--- config.mk ---
export PLATFORM = sky130hd
export DESIGN_NAME = uart_tx_fifo_flat
export DESIGN_NICKNAME = d
export VERILOG_FILES = /design/src/rtl/uart_tx_fifo_if.sv /design/src/rtl/uart_tx_fifo.sv /design/src/flat_wrapper.sv
export SDC_FILE = /design/constraint.sdc
export NUM_CORES = 1
export LEC_CHECK = 0
export CORE_MARGIN = 4
export CORE_UTILIZATION = 56
export CTS_CLUSTER_SIZE = 16
export DETAILED_ROUTE_END_ITERATION = 10
export PLACE_DENSITY_LB_ADDON = 0.08
export SLEW_MARGIN = 20
export SYNTH_ARGS = -nofsm -noshare
export SYNTH_HDL_FRONTEND = slang
export SYNTH_SLANG_ARGS = --single-unit
--- constraint.sdc ---
create_clock -name clk -period 2.73 [get_ports clk]
set_input_delay 0.6825 -clock clk [delete_from_list [all_inputs] [get_ports clk]]
set_output_delay 0.6825 -clock clk [all_outputs]
set_load 0.005 [all_outputs]
--- src/rtl/uart_tx_fifo_if.sv ---
// rtl/uart_tx_fifo_if.sv - enqueue-side handshake bundle for uart_tx_fifo
interface uart_tx_fifo_if #(
  parameter int DATA_BITS  = 8,
  parameter int FIFO_DEPTH = 16
);
  logic [DATA_BITS-1:0]        data;
  logic                        ok;
  logic                        full;
  logic                        overflow;
  logic [$clog2(FIFO_DEPTH):0] level;

  modport master (output data, ok, input full, overflow, level);
  modport slave  (input data, ok, output full, overflow, level);
endinterface

--- src/rtl/uart_tx_fifo.sv ---
// rtl/uart_tx_fifo.sv - UART transmitter with configurable framing and a transmit FIFO
module uart_tx_fifo #(
  parameter int CLKS_PER_BIT = 10000,
  parameter int DATA_BITS    = 8,
  parameter int PARITY       = 0,
  parameter int STOP_BITS    = 1,
  parameter int FIFO_DEPTH   = 16
) (
  input  logic          clk,
  input  logic          reset,
  uart_tx_fifo_if.slave bus,
  output logic          uart_tx,
  output logic          busy
);
  localparam int AW = $clog2(FIFO_DEPTH);
  localparam int LW = AW + 1;
  localparam int BW = $clog2(DATA_BITS);

  if (CLKS_PER_BIT < 2) begin : g_bad_cpb
    $error("uart_tx_fifo: CLKS_PER_BIT must be >= 2");
  end
  if (DATA_BITS < 5 || DATA_BITS > 9) begin : g_bad_db
    $error("uart_tx_fifo: DATA_BITS must be 5..9");
  end
  if (PARITY < 0 || PARITY > 2) begin : g_bad_par
    $error("uart_tx_fifo: PARITY must be 0, 1 or 2");
  end
  if (STOP_BITS < 1 || STOP_BITS > 2) begin : g_bad_stop
    $error("uart_tx_fifo: STOP_BITS must be 1 or 2");
  end
  if (FIFO_DEPTH < 2 || (FIFO_DEPTH & (FIFO_DEPTH - 1)) != 0) begin : g_bad_depth
    $error("uart_tx_fifo: FIFO_DEPTH must be a power of 2, >= 2");
  end

  typedef enum logic [2:0] {S_IDLE, S_START, S_DATA, S_PARITY, S_STOP} state_t;
  state_t state, state_nxt;

  logic [DATA_BITS-1:0] mem [FIFO_DEPTH];
  logic [AW-1:0]        wr_ptr, rd_ptr;
  logic [LW-1:0]        count;
  logic                 wr_en, pop, full_w, overflow_q;
  logic [DATA_BITS-1:0] head, shift_q;
  logic                 par_q;
  logic [31:0]          clk_cnt;
  logic [BW-1:0]        bit_cnt;
  logic                 stop_cnt;
  logic                 bit_done, last_bit, last_stop, tx_nxt;

  assign full_w       = (count == LW'(FIFO_DEPTH));
  assign wr_en        = bus.ok && !full_w;
  assign head         = mem[rd_ptr];
  assign bus.full     = full_w;
  assign bus.level    = count;
  assign bus.overflow = overflow_q;
  assign busy         = (state != S_IDLE) || (count != '0);

  assign bit_done  = (clk_cnt == 32'(CLKS_PER_BIT - 1));
  assign last_bit  = (bit_cnt == BW'(DATA_BITS - 1));
  assign last_stop = (stop_cnt == 1'(STOP_BITS - 1));

  always_ff @(posedge clk) begin
    if (wr_en) mem[wr_ptr] <= bus.data;
  end

  // A rejected write is judged against full before any same-edge pop.
  always_ff @(posedge clk or negedge reset) begin
    if (!reset) begin
      wr_ptr     <= '0;
      rd_ptr     <= '0;
      count      <= '0;
      overflow_q <= 1'b0;
    end else begin
      if (wr_en) wr_ptr <= wr_ptr + 1'b1;
      if (pop)   rd_ptr <= rd_ptr + 1'b1;
      if (wr_en && !pop)      count <= count + 1'b1;
      else if (!wr_en && pop) count <= count - 1'b1;
      overflow_q <= bus.ok && full_w;
    end
  end

  always_ff @(posedge clk or negedge reset) begin
    if (!reset) begin
      state    <= S_IDLE;
      uart_tx  <= 1'b1;
      clk_cnt  <= '0;
      bit_cnt  <= '0;
      stop_cnt <= 1'b0;
      shift_q  <= '0;
      par_q    <= 1'b0;
    end else begin
      state   <= state_nxt;
      uart_tx <= tx_nxt;
      if (pop || bit_done || state == S_IDLE) clk_cnt <= '0;
      else                                    clk_cnt <= clk_cnt + 32'd1;
      if (state == S_DATA && bit_done) begin
        bit_cnt <= last_bit ? '0 : bit_cnt + 1'b1;
        shift_q <= shift_q >> 1;
      end
      if (state == S_STOP && bit_done) stop_cnt <= last_stop ? 1'b0 : 1'b1;
      if (pop) begin
        shift_q <= head;
        par_q   <= (PARITY == 2) ? ^head : ~^head;
      end
    end
  end

  always_comb begin
    state_nxt = state;
    case (state)
      S_IDLE:   if (count != '0) state_nxt = S_START;
      S_START:  if (bit_done) state_nxt = S_DATA;
      S_DATA:   if (bit_done && last_bit) state_nxt = (PARITY != 0) ? S_PARITY : S_STOP;
      S_PARITY: if (bit_done) state_nxt = S_STOP;
      S_STOP:   if (bit_done && last_stop) state_nxt = (count != '0) ? S_START : S_IDLE;
      default:  state_nxt = S_IDLE;
    endcase
  end

  // uart_tx is registered; this computes the level it takes after the edge.
  always_comb begin
    tx_nxt = uart_tx;
    pop    = 1'b0;
    case (state)
      S_IDLE: begin
        tx_nxt = 1'b1;
        if (count != '0) begin
          pop    = 1'b1;
          tx_nxt = 1'b0;
        end
      end
      S_START:  if (bit_done) tx_nxt = shift_q[0];
      S_DATA: begin
        if (bit_done) begin
          if (last_bit) tx_nxt = (PARITY != 0) ? par_q : 1'b1;
          else          tx_nxt = shift_q[1];
        end
      end
      S_PARITY: if (bit_done) tx_nxt = 1'b1;
      S_STOP: begin
        if (bit_done && last_stop) begin
          if (count != '0) begin
            pop    = 1'b1;
            tx_nxt = 1'b0;
          end else begin
            tx_nxt = 1'b1;
          end
        end
      end
      default: tx_nxt = 1'b1;
    endcase
  end
endmodule

--- src/flat_wrapper.sv ---
// flat-port wrapper written by rule: the top's interface ports become plain ports
module uart_tx_fifo_flat 
#(
  parameter int CLKS_PER_BIT = 10000,
  parameter int DATA_BITS    = 8,
  parameter int PARITY       = 0,
  parameter int STOP_BITS    = 1,
  parameter int FIFO_DEPTH   = 16
)
  (clk, reset, uart_tx, busy, bus_data, bus_ok, bus_full, bus_overflow, bus_level);
  uart_tx_fifo_if #(.DATA_BITS(DATA_BITS), .FIFO_DEPTH(FIFO_DEPTH)) bus_i ();
  input  logic clk;
  input  logic reset;
  output logic uart_tx;
  output logic busy;
  input wire logic [$bits(bus_i.data)-1:0] bus_data;
  input wire logic [$bits(bus_i.ok)-1:0] bus_ok;
  output wire logic [$bits(bus_i.full)-1:0] bus_full;
  output wire logic [$bits(bus_i.overflow)-1:0] bus_overflow;
  output wire logic [$bits(bus_i.level)-1:0] bus_level;
  assign bus_i.data = bus_data;
  assign bus_i.ok = bus_ok;
  assign bus_full = bus_i.full;
  assign bus_overflow = bus_i.overflow;
  assign bus_level = bus_i.level;
  uart_tx_fifo #(.CLKS_PER_BIT(CLKS_PER_BIT), .DATA_BITS(DATA_BITS), .PARITY(PARITY), .STOP_BITS(STOP_BITS), .FIFO_DEPTH(FIFO_DEPTH)) u_core (.clk(clk), .reset(reset), .bus(bus_i), .uart_tx(uart_tx), .busy(busy));
endmodule
==> impl_metrics.json <==
{
  "outcome": "finished, final reports clean",
  "hpwl_mm": 10.55,
  "syn_inst": 522,
  "drt-total-wl_mm": 15.42,
  "async_reset_ff_frac": 0.3228,
  "p_clk_frac": 0.303,
  "synth.distinct_cells": 49,
  "period_needed_ns": 2.670,
  "cellPowerDensity_nw_per_um2": 895.1,
  "tns_ns": 0,
  "drv_cap": 0,
  "power_leakage_nw": 3.672,
  "rows": 43,
  "critical_path.startpoint_type": "flop",
  "fin_skew_ns": 0.01460,
  "coreArea_um2": 14040,
  "yosysSeqAreaShare": 0.6599,
  "grt_use_total": 0.2035,
  "total_power_mw": 8.671,
  "syn-num-nets": 546,
  "insertion_delay_ns": 0.44,
  "firstDrtPassIters": 4,
  "path_clk_slew_ns": 0.07,
  "floorplan.initialDensity": 0.5797,
  "antenna_found_initial": 0,
  "avgSynthCellArea_um2": 15.59,
  "ctsHoldBuffers": 0,
  "drt_iter0_markers": 386,
  "hold_viol": 0,
  "peakVddDrop_uv": 593.5,
  "drive_gt1_frac": 0.2771,
  "antenna_left": 0,
  "maxSlewHeadroom": 0.4124,
  "synth_ff_type": "edfxtp_1",
  "max_freq_mhz": 374.5,
  "netlist_area_um2": 8140,
  "final_util": 0.6898,
  "p_switching_mw": 2.516,
  "critPathRequiredTime_ns": 3.03,
  "hold_ws_ns": 0.1687,
  "worstPathCellList": "nor4_2 > nand3_2 > o31ai_4 > nand2_4 > ha_4 > inv_2 > buf_4 > ha_4 > a21o_1 > a21oi_2 > xnor2_1 > nor2_1 > xor2_1",
  "crit_path_frequent_cell": "ha_4",
  "maxSlewViolCount": 0,
  "multi_input_area_um2": 2706,
  "routed-via-count": 4617,
  "numCtsBuffers": 17,
  "worstHoldPathType": "in -> async",
  "pwr-share-seq": 0.429,
  "die_x_um": 128.6,
  "reg2reg_from": "u_core.clk_cnt[27]",
  "cp_slowest_cell": "dfrtp_1",
  "routed_via_density": 5.793,
  "final_common_cell": "edfxtp_1",
  "pwr-share-comb": 0.268,
  "insertedDiodeCount": 0,
  "dp_cells": 759,
  "cts_sinks": 189,
  "grt_setup_unrepaired": "true",
  "synth_edf_count": 128,
  "drt_drc_violations_left": 0,
  "wl_per_cell_um": 19.35,
  "p_int_mw": 6.155,
  "yosys_warnings": 0,
  "switching_share": 0.2901,
  "ctsHtreeMaxLevel": 4,
  "gp_congestion": 0.7865,
  "reg2reg_slack_ns": 0.06,
  "pre_cts_slack_ns": -0.1693,
  "worst_slack_ns": 0.05982,
  "grt_pass1_wl_mm": 25.32,
  "criticalPathCategory": "reg -> reg",
  "die-area_um2": 16530,
  "layout.cells.non_filler": 797,
  "seqCellArea_um2": 5374,
  "nFillCells": 935,
  "setup_viol": 0,
  "grt_overflow": 0,
  "worstPathArrival_ns": 2.97,
  "stdcell_area_um2": 9687,
  "cp-end-kind": "flop",
  "synth-seq-cells": 189,
  "die_y_um": 128.6,
  "worst_pin_slew_ns": 0.8815,
  "final_cell_mix": "edfxtp_1, buf_4, dfrtp_1, nor2_1, mux4_2",
  "min_period_over_period": 0.9781,
  "grt_max_degree": 40,
  "grt_pass1_vias": 4682,
  "cts-root-buf": "clkbuf_16",
  "reg2reg_depth": 13,
  "nets": 628,
  "placed_cell_area_um2": 8955,
  "num_io_pins": 20,
  "clock_path_buffers": 2,
  "reg2reg_to": "u_core.bus.level[4]",
  "area_growth_pct": 19.00,
  "port_buffers": 19,
  "cts_tree": "done",
  "critPathMaxStageDelay_ns": 0.40,
  "critPathMaxFanout": 3
}
## worst max-delay path, delay by kind of cell, from the launching register on
family	cells	cell delay (ns)
fa+ha+maj	2	0.36
buf+inv	2	0.19
xor+xnor	2	0.27
compound gates	3	0.65
simple gates	4	0.66
flops	1	0.40
## Yosys cell counts (2+ instances only)
cell type  instances  area (um2)
a21o_1             4       30.03
nor4_1             5       31.28
a211oi_1           2       15.01
dfrtp_1           60        1501
nor3_1            15       75.07
nor2_1            55       206.5
buf_1              3       11.26
ha_1              12       150.1
buf_6              4       45.04
nand2_1           20       75.07
a21oi_1            6       30.03
edfxtp_1         128        3844
clkbuf_1          10       37.54
or3_1              2       12.51
buf_4              2       15.01
xor2_1            17       148.9
nand3_1           16       80.08
a32o_1             3       30.03
and3_1             7       43.79
mux2_2            11       123.9
buf_2              5       25.02
nand4_1            9       56.30
nor2b_1            3       18.77
and4_1             5       43.79
a221oi_1           5       43.79
o21ai_0           10       50.05
mux2i_1           16       160.2
nand2b_1           2       12.51
nor4_4             2       42.54
and2_1             2       12.51
inv_1              9       33.78
xnor2_1           24       210.2
mux4_2            32       720.7
## routing by layer
metal  global-route usage  wire length, um  share of wire
met4              0.06856              192          0.012
met2               0.3368             8030           0.52
met3              0.04234              522          0.034
met1               0.2730             6675           0.43
met5                    0                0              0
## area by class of cell
cell class                 instances  share of cell area
clock inverter                    15             0.02170
multi-input combinational        299              0.2794
clock buffer                      17             0.04392
tap                              180             0.02325
sequential                       189              0.5548
inverter                          10            0.003875
timing repair buffer              87             0.07311
## state kept, by name, indices dropped and copies added (netlist names)
name and flops:
u_core.mem 128, u_core.clk_cnt 32, u_core.shift_q 8, u_core.bus.level 5
u_core.rd_ptr 4, u_core.wr_ptr 4, u_core.bit_cnt 3, u_core.state 3
u_core.bus.overflow 1, u_core.uart_tx 1
## timing repair
item                       4_1_cts  5_1_grt
setup endpoints to repair        2        4
pin swaps                        4        6
resized for setup                5        7
setup buffers                    4        2
## worst max path at each step
stage / from / endpoint / slack [ns] / cells past startpoint
2_1_floorplan: u_core.clk_cnt[27] / u_core.bus.level[4] / 0.002 / 12
3_3_place_gp: bus_ok / u_core.bus.level[4] / -0.06 / 10
3_5_place_dp: bus_ok / u_core.bus.level[3] / -0.17 / 10
4_1_cts: u_core.clk_cnt[19] / u_core.bus.level[4] / 0.009 / 13
5_1_grt: u_core.clk_cnt[27] / u_core.bus.level[4] / -0.06 / 13
6_report: u_core.clk_cnt[27] / u_core.bus.level[4] / 0.06 / 13
## cell families (layout without fill, tap and decap cells)
logic type | count (synthesis) | count (layout) | synth area share
compound gates | 36 | 36 | 0.03274
xor+xnor | 41 | 41 | 0.04411
fa+ha+maj | 13 | 13 | 0.02090
buf+inv | 34 | 129 | 0.02106
flops | 189 | 189 | 0.6599
mux | 59 | 59 | 0.1234
simple gates | 150 | 150 | 0.09791
## power groups by stage
stage / combinational (mW) / clock, mW / sequential (mW)
global route: 2.55 / 2.81 / 3.76
CTS: 2.34 / 2.68 / 3.71
global placement: 2.23 / 0 / 3.75
finish: 2.32 / 2.63 / 3.72
detailed placement: 2.31 / 0 / 3.77
floorplan: 1.54 / 0 / 3.72
Power figures use the tool's default switching activity.
